**config.mk**
```make
export PLATFORM = sky130hd
export DESIGN_NAME = alu_share_arbiter
export DESIGN_NICKNAME = d
export VERILOG_FILES = /design/src/rtl/alu_share_arbiter_pkg.sv /design/src/rtl/alu_rr_pick.sv /design/src/rtl/alu_share_arbiter.sv
export SDC_FILE = /design/constraint.sdc
export NUM_CORES = 1
export LEC_CHECK = 0
export ABC_AREA = 1
export CAP_MARGIN = 20
export CELL_PAD_IN_SITES_DETAIL_PLACEMENT = 1
export CELL_PAD_IN_SITES_GLOBAL_PLACEMENT = 2
export CORE_AREA = 5 5 117 163
export CTS_CLUSTER_SIZE = 14
export DETAILED_ROUTE_END_ITERATION = 8
export DIE_AREA = 0 0 122 168
export HOLD_SLACK_MARGIN = 0.1
export PLACE_DENSITY_LB_ADDON = 0.1
export SLEW_MARGIN = 20
export SYNTH_ARGS = -nofsm -noshare
export SYNTH_HDL_FRONTEND = slang
export SYNTH_HIERARCHICAL = 1
export SYNTH_SLANG_ARGS = --single-unit
```
**constraint.sdc**
```tcl
create_clock -name clk -period 8.19 [get_ports clk]
set_clock_uncertainty 0.1 [all_clocks]
set_input_delay 1.638 -clock clk [delete_from_list [all_inputs] [get_ports clk]]
set_output_delay 1.638 -clock clk [all_outputs]
set_load 0.005 [all_outputs]
```
**src/rtl/alu_share_arbiter_pkg.sv**
```systemverilog
// Shared constants, types and helpers for the shared-ALU arbiter and the blocks around it.
// Holds the ALU opcodes, operand widths, FSM state encoding and the operand/result mapping.
package alu_share_arbiter_pkg;

  localparam logic [1:0] ALU_ADD = 2'b00;
  localparam logic [1:0] ALU_SUB = 2'b01;
  localparam logic [1:0] ALU_MUL = 2'b10;
  localparam logic [1:0] ALU_AND = 2'b11;

  localparam int W_NARROW = 4;
  localparam int W_MID    = 6;
  localparam int W_WIDE   = 8;
  localparam int W_RES    = 12;

  typedef enum logic [1:0] {
    ST_IDLE  = 2'd0,
    ST_ISSUE = 2'd1,
    ST_RESP  = 2'd2
  } state_t;

  typedef struct packed {
    logic [1:0]          sel;
    logic [W_NARROW-1:0] a4;
    logic [W_NARROW-1:0] b4;
    logic [W_MID-1:0]    a6;
    logic [W_MID-1:0]    b6;
    logic [W_WIDE-1:0]   a8;
    logic [W_WIDE-1:0]   b8;
    logic                cin;
  } alu_in_t;

  // Only the operand group the opcode uses is loaded; the rest stay at zero.
  function automatic alu_in_t map_operands(input logic [1:0] op,
                                           input logic [W_WIDE-1:0] a,
                                           input logic [W_WIDE-1:0] b,
                                           input logic cin);
    alu_in_t m;
    m     = '0;
    m.sel = op;
    case (op)
      ALU_ADD: begin
        m.a4  = a[W_NARROW-1:0];
        m.b4  = b[W_NARROW-1:0];
        m.cin = cin;
      end
      ALU_SUB: begin
        m.a8  = a;
        m.b8  = b;
        m.cin = cin;
      end
      ALU_MUL: begin
        m.a6 = a[W_MID-1:0];
        m.b6 = b[W_MID-1:0];
      end
      default: begin
        m.a4 = a[W_NARROW-1:0];
        m.b4 = b[W_NARROW-1:0];
      end
    endcase
    return m;
  endfunction

  // Returns {carry, result} with bits outside the opcode's natural width cleared.
  function automatic logic [W_RES:0] mask_result(input logic [1:0] op,
                                                 input logic [W_RES-1:0] res,
                                                 input logic co);
    logic [W_RES:0] r;
    r = '0;
    case (op)
      ALU_ADD: r = {co, 8'b0, res[W_NARROW-1:0]};
      ALU_SUB: r = {co, 4'b0, res[W_WIDE-1:0]};
      ALU_MUL: r = {1'b0, res};
      default: r = {1'b0, 8'b0, res[W_NARROW-1:0]};
    endcase
    return r;
  endfunction

endpackage

```
**src/rtl/alu_rr_pick.sv**
```systemverilog
// Combinational round-robin picker: lowest valid index at or above ptr, else lowest overall.
// Reusable by any block that time-shares a resource among NUM_REQ requesters.
module alu_rr_pick #(
  parameter int NUM_REQ = 4,
  parameter int ID_W    = 2
) (
  input  logic [NUM_REQ-1:0] req_valid,
  input  logic [ID_W-1:0]    ptr,
  output logic [NUM_REQ-1:0] grant,
  output logic [ID_W-1:0]    grant_idx,
  output logic               any_valid
);

  logic hit_hi;

  always_comb begin
    grant     = '0;
    grant_idx = '0;
    hit_hi    = 1'b0;
    any_valid = |req_valid;
    // Descending scans so the last hit written is the lowest index.
    for (int i = NUM_REQ - 1; i >= 0; i--) begin
      if (req_valid[i] && (i >= int'(ptr))) begin
        hit_hi    = 1'b1;
        grant_idx = ID_W'(i);
      end
    end
    if (!hit_hi) begin
      for (int i = NUM_REQ - 1; i >= 0; i--) begin
        if (req_valid[i]) grant_idx = ID_W'(i);
      end
    end
    for (int i = 0; i < NUM_REQ; i++) begin
      grant[i] = any_valid && (grant_idx == ID_W'(i));
    end
  end

endmodule

```
**src/rtl/alu_share_arbiter.sv**
```systemverilog
// Round-robin front end for one shared combinational ALU: registers operands, captures the
// result one cycle later and returns it tagged with the owning requester id.
//
// state    | meaning
// ST_IDLE  | arbitrating; req_ready follows the round-robin grant
// ST_ISSUE | ALU inputs registered and stable, result captured at the next edge
// ST_RESP  | response held on rsp_* until rsp_ready
module alu_share_arbiter
  import alu_share_arbiter_pkg::*;
#(
  parameter int NUM_REQ = 4,
  parameter int ID_W    = 2,
  parameter int CNT_W   = 16
) (
  input  logic                       clk,
  input  logic                       rst,
  input  logic [NUM_REQ-1:0]         req_valid,
  output logic [NUM_REQ-1:0]         req_ready,
  input  logic [2*NUM_REQ-1:0]       req_op,
  input  logic [W_WIDE*NUM_REQ-1:0]  req_a,
  input  logic [W_WIDE*NUM_REQ-1:0]  req_b,
  input  logic [NUM_REQ-1:0]         req_cin,
  output logic [1:0]                 alu_sel,
  output logic [W_NARROW-1:0]        A_4,
  output logic [W_NARROW-1:0]        B_4,
  output logic [W_MID-1:0]           A_6,
  output logic [W_MID-1:0]           B_6,
  output logic [W_WIDE-1:0]          A_8,
  output logic [W_WIDE-1:0]          B_8,
  output logic                       carry_in,
  input  logic [W_RES-1:0]           result,
  input  logic                       carry_out,
  output logic                       rsp_valid,
  input  logic                       rsp_ready,
  output logic [ID_W-1:0]            rsp_id,
  output logic [W_RES-1:0]           rsp_result,
  output logic                       rsp_carry,
  output logic                       busy,
  output logic [CNT_W-1:0]           ops_done
);

  state_t              state, state_nxt;
  logic [ID_W-1:0]     ptr, ptr_nxt, id_q, grant_idx;
  logic [NUM_REQ-1:0]  grant;
  logic                any_valid, accept;
  logic [1:0]          sel_op;
  logic [W_WIDE-1:0]   sel_a, sel_b;
  logic                sel_cin;
  alu_in_t             alu_q;
  logic [W_RES:0]      masked;

  alu_rr_pick #(
    .NUM_REQ (NUM_REQ),
    .ID_W    (ID_W)
  ) u_pick (
    .req_valid (req_valid),
    .ptr       (ptr),
    .grant     (grant),
    .grant_idx (grant_idx),
    .any_valid (any_valid)
  );

  always_comb begin
    sel_op  = '0;
    sel_a   = '0;
    sel_b   = '0;
    sel_cin = 1'b0;
    for (int i = 0; i < NUM_REQ; i++) begin
      if (grant[i]) begin
        sel_op  = req_op[2*i +: 2];
        sel_a   = req_a[W_WIDE*i +: W_WIDE];
        sel_b   = req_b[W_WIDE*i +: W_WIDE];
        sel_cin = req_cin[i];
      end
    end
  end

  assign accept    = (state == ST_IDLE) && any_valid && !rst;
  assign req_ready = accept ? grant : '0;
  assign ptr_nxt   = (int'(grant_idx) == NUM_REQ - 1) ? '0 : grant_idx + 1'b1;
  assign masked    = mask_result(alu_q.sel, result, carry_out);
  assign busy      = (state != ST_IDLE);

  always_comb begin
    state_nxt = state;
    case (state)
      ST_IDLE:  if (any_valid) state_nxt = ST_ISSUE;
      ST_ISSUE: state_nxt = ST_RESP;
      ST_RESP:  if (rsp_ready) state_nxt = ST_IDLE;
      default:  state_nxt = ST_IDLE;
    endcase
  end

  always_ff @(posedge clk) begin
    if (rst) state <= ST_IDLE;
    else     state <= state_nxt;
  end

  // ALU registers only change on accept, so the ALU stays quiet between operations.
  always_ff @(posedge clk) begin
    if (rst) begin
      ptr        <= '0;
      id_q       <= '0;
      alu_q      <= '0;
      rsp_valid  <= 1'b0;
      rsp_id     <= '0;
      rsp_result <= '0;
      rsp_carry  <= 1'b0;
      ops_done   <= '0;
    end else begin
      if (accept) begin
        alu_q <= map_operands(sel_op, sel_a, sel_b, sel_cin);
        id_q  <= grant_idx;
        ptr   <= ptr_nxt;
      end
      if (state == ST_ISSUE) begin
        rsp_valid  <= 1'b1;
        rsp_id     <= id_q;
        rsp_carry  <= masked[W_RES];
        rsp_result <= masked[W_RES-1:0];
      end
      if ((state == ST_RESP) && rsp_valid && rsp_ready) begin
        rsp_valid <= 1'b0;
        ops_done  <= ops_done + 1'b1;
      end
    end
  end

  assign alu_sel  = alu_q.sel;
  assign A_4      = alu_q.a4;
  assign B_4      = alu_q.b4;
  assign A_6      = alu_q.a6;
  assign B_6      = alu_q.b6;
  assign A_8      = alu_q.a8;
  assign B_8      = alu_q.b8;
  assign carry_in = alu_q.cin;

endmodule

```
==> qor.tcl <==
set qor(floorplan.die.width_um) 122
set qor(placement.io_buffers) 171
set qor(grtUsageTotal_pct) 15.3
set qor(ys_async_sr_fraction_pct) 0
set qor(grt_pass1_vias) 4767
set qor(largest_incremental_delay_on_the_critical_path_ns) 0.54
set qor(crit_type) {in -> out}
set qor(cts_tree) {yes}
set qor(p_leak_nw) 2.40
set qor(post_cts_setup_buffers) 0
set qor(pin_count) 172
set qor(yosys_register_bits) 77
set qor(setup_slack_ns) 2.22
set qor(clock_tree.buffer_depth) 2
set qor(synth_largest_area_cell) {sky130_fd_sc_hd__dfxtp_1}
set qor(cts-hold-fix-buffers) 0
set qor(relSlewSlack_pct) 43.7
set qor(fp-row-count) 57
set qor(dp.final_hpwl_um) 12600
set qor(fraction_of_post_synthesis_cell_area_in_the_top_cell_type_by_area_pct) 39.4
set qor(grt_start_max_net_pins) 52
set qor(grt_overflow) 0
set qor(design.core.area_um2) 17300
set qor(die_height_um) 168
set qor(crit_path_frequent_cell) {sky130_fd_sc_hd__nand2_1}
set qor(post_route_cells_drive_above_1_share_pct) 6.14
set qor(clock-sinks) 77
set qor(critical_path.slowest_cell) {sky130_fd_sc_hd__clkdlybuf4s50_1}
set qor(final.setup.tns_ns) 0
set qor(vdd_ir_drop_max_mv) 0.0809
set qor(maxCapViolations) 0
set qor(finalSetupViolCount) 0
set qor(grt_first_pass_wirelength_um) 24500
set qor(synth_cell_type_count) 36
set qor(synth_top_flop_cell) {sky130_fd_sc_hd__dfxtp_1}
set qor(drc_errors) 0
set qor(crit_required_ns) 6.45
set qor(maximum_fanout_count_along_the_critical_path) 20
set qor(fmax_mhz) 167
set qor(die-area_um2) 20500
set qor(syn-cell-area_um2) 3910
set qor(crit_path_start_kind) {input port}
set qor(run_status) {finished clean}
set qor(cp.arrival_ns) 4.24
set qor(avg_wl_per_cell_um) 15.7
set qor(clock_latency_on_the_worst_skew_pair_ns) 0.34
set qor(actual_slew_at_the_worst_max_slew_pin_ns) 0.843
set qor(postCtsResizedCells) 0
set qor(drtIter0Drc) 100
set qor(clockRootBuffer) {sky130_fd_sc_hd__clkbuf_16}
set qor(initial_antenna_violation_count) 2
set qor(routed_wirelength_um) 15700
set qor(cts.reportedPaths.clkPinSlew_ns) 0.06
set qor(h-tree-depth) 3
set qor(critical_path.cell_chain) {clkdlybuf4s50_1 > nand2_1 > nand2_1 > nand2_1 > nand2_2 > nand2_1 > nand2_1 > nand2_1 > nand2_2 > nand2_2 > nor2_1 > buf_4 > inv_1 > nor2_1 > clkdlybuf4s50_1}
set qor(ys.warnings.count) 6
set qor(tritoncts.num_buffers) 9
set qor(area_growth_syn_to_layout_pct) 56.0
set qor(power.density_nw_per_um2) 194
set qor(slew_violations) 0
set qor(setup_repair_after_global_routing_missed_its_margin) {false}
set qor(pre_cts_setup_slack_ns) 2.20
set qor(synth_cells) 601
set qor(route.detailed.vias_per_inst) 4.41
set qor(finalHoldViolations) 0
set qor(ant_nets) 0
set qor(synth_sequential_area_ratio_pct) 39.4
set qor(fillCellCount) 2194
set qor(timing.final.crit_share_pct) 72.9
set qor(initial_utilization_pct) 22.6
set qor(syn-num-nets) 702
set qor(global_placement_routability_congestion) 0.756
set qor(synthesis.area_per_instance_um2) 6.51
set qor(hold_class) {reg -> reg}
set qor(synth_top_cells_by_area) {sky130_fd_sc_hd__dfxtp_1 (39%), sky130_fd_sc_hd__nand2_1 (20%), sky130_fd_sc_hd__a21oi_1 (10%)}
set qor(finish.net_count) 862
set qor(via_count) 4424
set qor(end_kind) {output pin}
set qor(detailedRoute.firstPassIterationCount) 4
set qor(synth-edff-count) 0
set qor(finalCriticalPeriod_ns) 5.97
[cell families (layout without fill, tap and decap cells)]
logic type      count (synthesis)  count (layout)  share of synthesized area (%)
other cells                     0               2                              0
simple gates                  327             327                           34.2
buf+inv                        76             241                           8.60
fa+ha+maj                       5               5                           1.60
xor+xnor                        2               2                          0.448
flops                          77              77                           39.4
compound gates                114             114                           15.8
[flip-flops by register name, summed over array words and instances (netlist names), 4 cells and up]
| signal | flops |
|---|---|
| A_4 | 4 |
| A_6 | 6 |
| A_8 | 8 |
| B_4 | 4 |
| B_6 | 6 |
| B_8 | 8 |
| ops_done | 16 |
| rsp_result | 12 |
[cell usage after synthesis, types with 5 or more instances]
library cell and n:
sky130_fd_sc_hd__a21oi_1 80, sky130_fd_sc_hd__buf_2 14, sky130_fd_sc_hd__clkbuf_1 6, sky130_fd_sc_hd__dfxtp_1 77, sky130_fd_sc_hd__ha_1 5, sky130_fd_sc_hd__inv_1 39, sky130_fd_sc_hd__inv_2 6, sky130_fd_sc_hd__nand2_1 210
sky130_fd_sc_hd__nand2_2 5, sky130_fd_sc_hd__nand3_1 19, sky130_fd_sc_hd__nor2_1 80, sky130_fd_sc_hd__o211ai_1 6, sky130_fd_sc_hd__o21ai_0 18
[critical path: cells and delay by family]
kind / cells / cell delay, ns
buffers and inverters: 4 / 1.63
and+or+nand+nor: 11 / 0.97
[path summary, 6_finish.rpt]
| check | startpoint | end | slack [ns] | cells past startpoint |
|---|---|---|---|---|
| worst max-delay path | req_valid[2] | req_ready[2] | 2.22 | 15 |
| worst min-delay path | id_q[1] | rsp_id[1] | 0.37 | 2 |
| worst max register to register | ptr[1] | A_8[2] | 4.89 | 19 |
| worst min register to register | id_q[1] | rsp_id[1] | 0.37 | 2 |
[where the power goes]
group          leakage, nW  internal [mW]  switching (mW)
logic                 1.64          0.158           0.217
registers            0.625          0.402          0.0161
clock network        0.136          0.212           0.177
[through the flow]
| step | cells | power (mW) | cell area [um2] | util [%] | hold WS, ns |
|---|---|---|---|---|---|
| finish | 1004 | 1.18 | 6100 | 35.2 | 0.365 |
| global route | 1004 | 1.27 | 6100 | 35.2 | 0.385 |
| CTS | 1002 | 1.22 | 6100 | 35.2 | 0.367 |
| detailed placement | 986 | 0.816 | 5810 | 33.5 | 0.358 |
| global placement | 986 | 0.809 | 5810 | 33.5 | 0.347 |
| floorplan | 601 | 0.635 | 3910 | - | 0.329 |
[final cells by class]
class	count	area [um2]	area share, %
multi-input cells	448	2040	33.4
well taps	236	295	4.84
diodes	2	5.00	0.0820
repair buffers	176	1740	28.6
clock buffers	9	225	3.69
flip-flops and latches	77	1540	25.3
inverters	49	186	3.06
clock inverters	7	66.3	1.09
[per-layer routing]
| metal | GRT usage [%] | vias up | wire length, um |
|---|---|---|---|
| met5 | 0 | - | 0 |
| met4 | 4.68 | 0 | 239 |
| met3 | 4.43 | 13 | 954 |
| met2 | 30.4 | 100 | 8930 |
| met1 | 14.8 | 2088 | 5620 |
| li1 | - | 2223 | - |
[layout by cell type (no fill, tap or decap), types with 6 or more instances in the layout]
cell type	synthesis	layout
sky130_fd_sc_hd__nand2_1	210	210
sky130_fd_sc_hd__clkdlybuf4s50_1	0	170
sky130_fd_sc_hd__nor2_1	80	80
sky130_fd_sc_hd__a21oi_1	80	79
sky130_fd_sc_hd__dfxtp_1	77	77
sky130_fd_sc_hd__inv_1	39	39
sky130_fd_sc_hd__nand3_1	19	19
sky130_fd_sc_hd__o21ai_0	18	18
sky130_fd_sc_hd__clkbuf_16	0	9
sky130_fd_sc_hd__inv_2	6	6
sky130_fd_sc_hd__o211ai_1	6	6
Power figures use the tool's default switching activity.
==> edit (same flow settings) <==
`NUM_REQ` is set to 4 in 2 places; all go to 8.
--- a/src/rtl/alu_rr_pick.sv
+++ b/src/rtl/alu_rr_pick.sv
@@ -2,5 +2,5 @@
 // Reusable by any block that time-shares a resource among NUM_REQ requesters.
 module alu_rr_pick #(
-  parameter int NUM_REQ = 4,
+  parameter int NUM_REQ = 8,
   parameter int ID_W    = 2
 ) (
--- a/src/rtl/alu_share_arbiter.sv
+++ b/src/rtl/alu_share_arbiter.sv
@@ -9,5 +9,5 @@
   import alu_share_arbiter_pkg::*;
 #(
-  parameter int NUM_REQ = 4,
+  parameter int NUM_REQ = 8,
   parameter int ID_W    = 2,
   parameter int CNT_W   = 16
Ports: changed (6 resized); port bits go from 172 to 256. No check against the original RTL was run, so the function may have changed too.
==> edit against the original RTL <==
Worst setup slack got worse by 0.19 ns; critical path depth decreased by 2; synthesized area increased by 24%; non-clock buffer count increased by 86; first-iteration DRC count increased by 130%; sequential cell count unchanged; total power increased by 15%; cell area increased by 28%; wire length increased by 33%; combinational power increased by 48%; largest cell class unchanged; highest routed layer is now met5.
==> edit: results (changes against the original RTL) <==
| Metric | Value |
|---|---|
| Status | finished, final reports clean |
| Vias in the first global route | 6264 (+31%) |
| Hold Startpoint | A_6[1]$_SDFFE_PP0P_ |
| Pleak | 3.373 nW (+40%) |
| Met2 WL | 11.24 mm (+26%) |
| WL met1 | 7.681 mm (+37%) |
| VDD IR max | 0.00008456 V (+4.5%) |
| Top post-synthesis cells by area | dfxtp_1 (32%), nand2_1 (20%), nand3_1 (9.6%) |
| Reg2Reg Capture Point | A_8[5]$_SDFFE_PP0P_ |
| Synth Area in XOR/XNOR | 0.1810% (-0.27 points) |
| Placed inst area | 7547 um2 (+30%) |
| Vias per cell | 4.606 (+4.5%) |
| WL met3 | 1.849 mm (+94%) |
| Mean routed wirelength per cell | 16.51 um (+5.3%) |
| Slew HR | 46.77% (+3.0 points) |
| Net count, final | 1209 (+40%) |
| Routed vias | 5864 (+33%) |
| WHS Endpoint | A_6[1]$_SDFFE_PP0P_ |
| Met1 Use GR | 19.98% (+5.2 points) |
| Int Power | 0.0008753 W (+13%) |
| Tot GR Track Use | 20.39% (+5.1 points) |
| Max layer used | met5 |
| HPWL Detailed | 16.88 mm (+34%) |
| Initial antenna violation count | 4 (+2) |
| FF-to-FF Start | ptr[0]$_SDFFE_PP0P_ |
| Initial DRC count | 232 (+130%) |
| Final period util | 75.21% (+2.3 points) |
-- edit: power by group through the flow --
| stage | clock network [W] | registers, W | logic (W) |
|---|---|---|---|
| after floorplan | 0 | 0.000449 | 0.000296 |
| after global placement | 0 | 0.000450 | 0.000560 |
| after detailed placement | 0 | 0.000451 | 0.000567 |
| after CTS | 0.000380 | 0.000443 | 0.000569 |
| after global routing | 0.000398 | 0.000448 | 0.000626 |
| final | 0.000367 | 0.000442 | 0.000554 |
-- edit: area by class of cell --
| type | instances | area (um2) |
|---|---|---|
| Fill cell | 2262 | 9508 |
| Multi-Input combinational cell | 614 | 2861 |
| Timing Repair Buffer | 262 | 2605 |
| Sequential cell | 77 | 1541 |
| Tap cell | 236 | 295.3 |
| Inverter | 65 | 244.0 |
| Clock buffer | 9 | 225.2 |
| Clock inverter | 6 | 40.04 |
| Antenna cell | 4 | 10.01 |
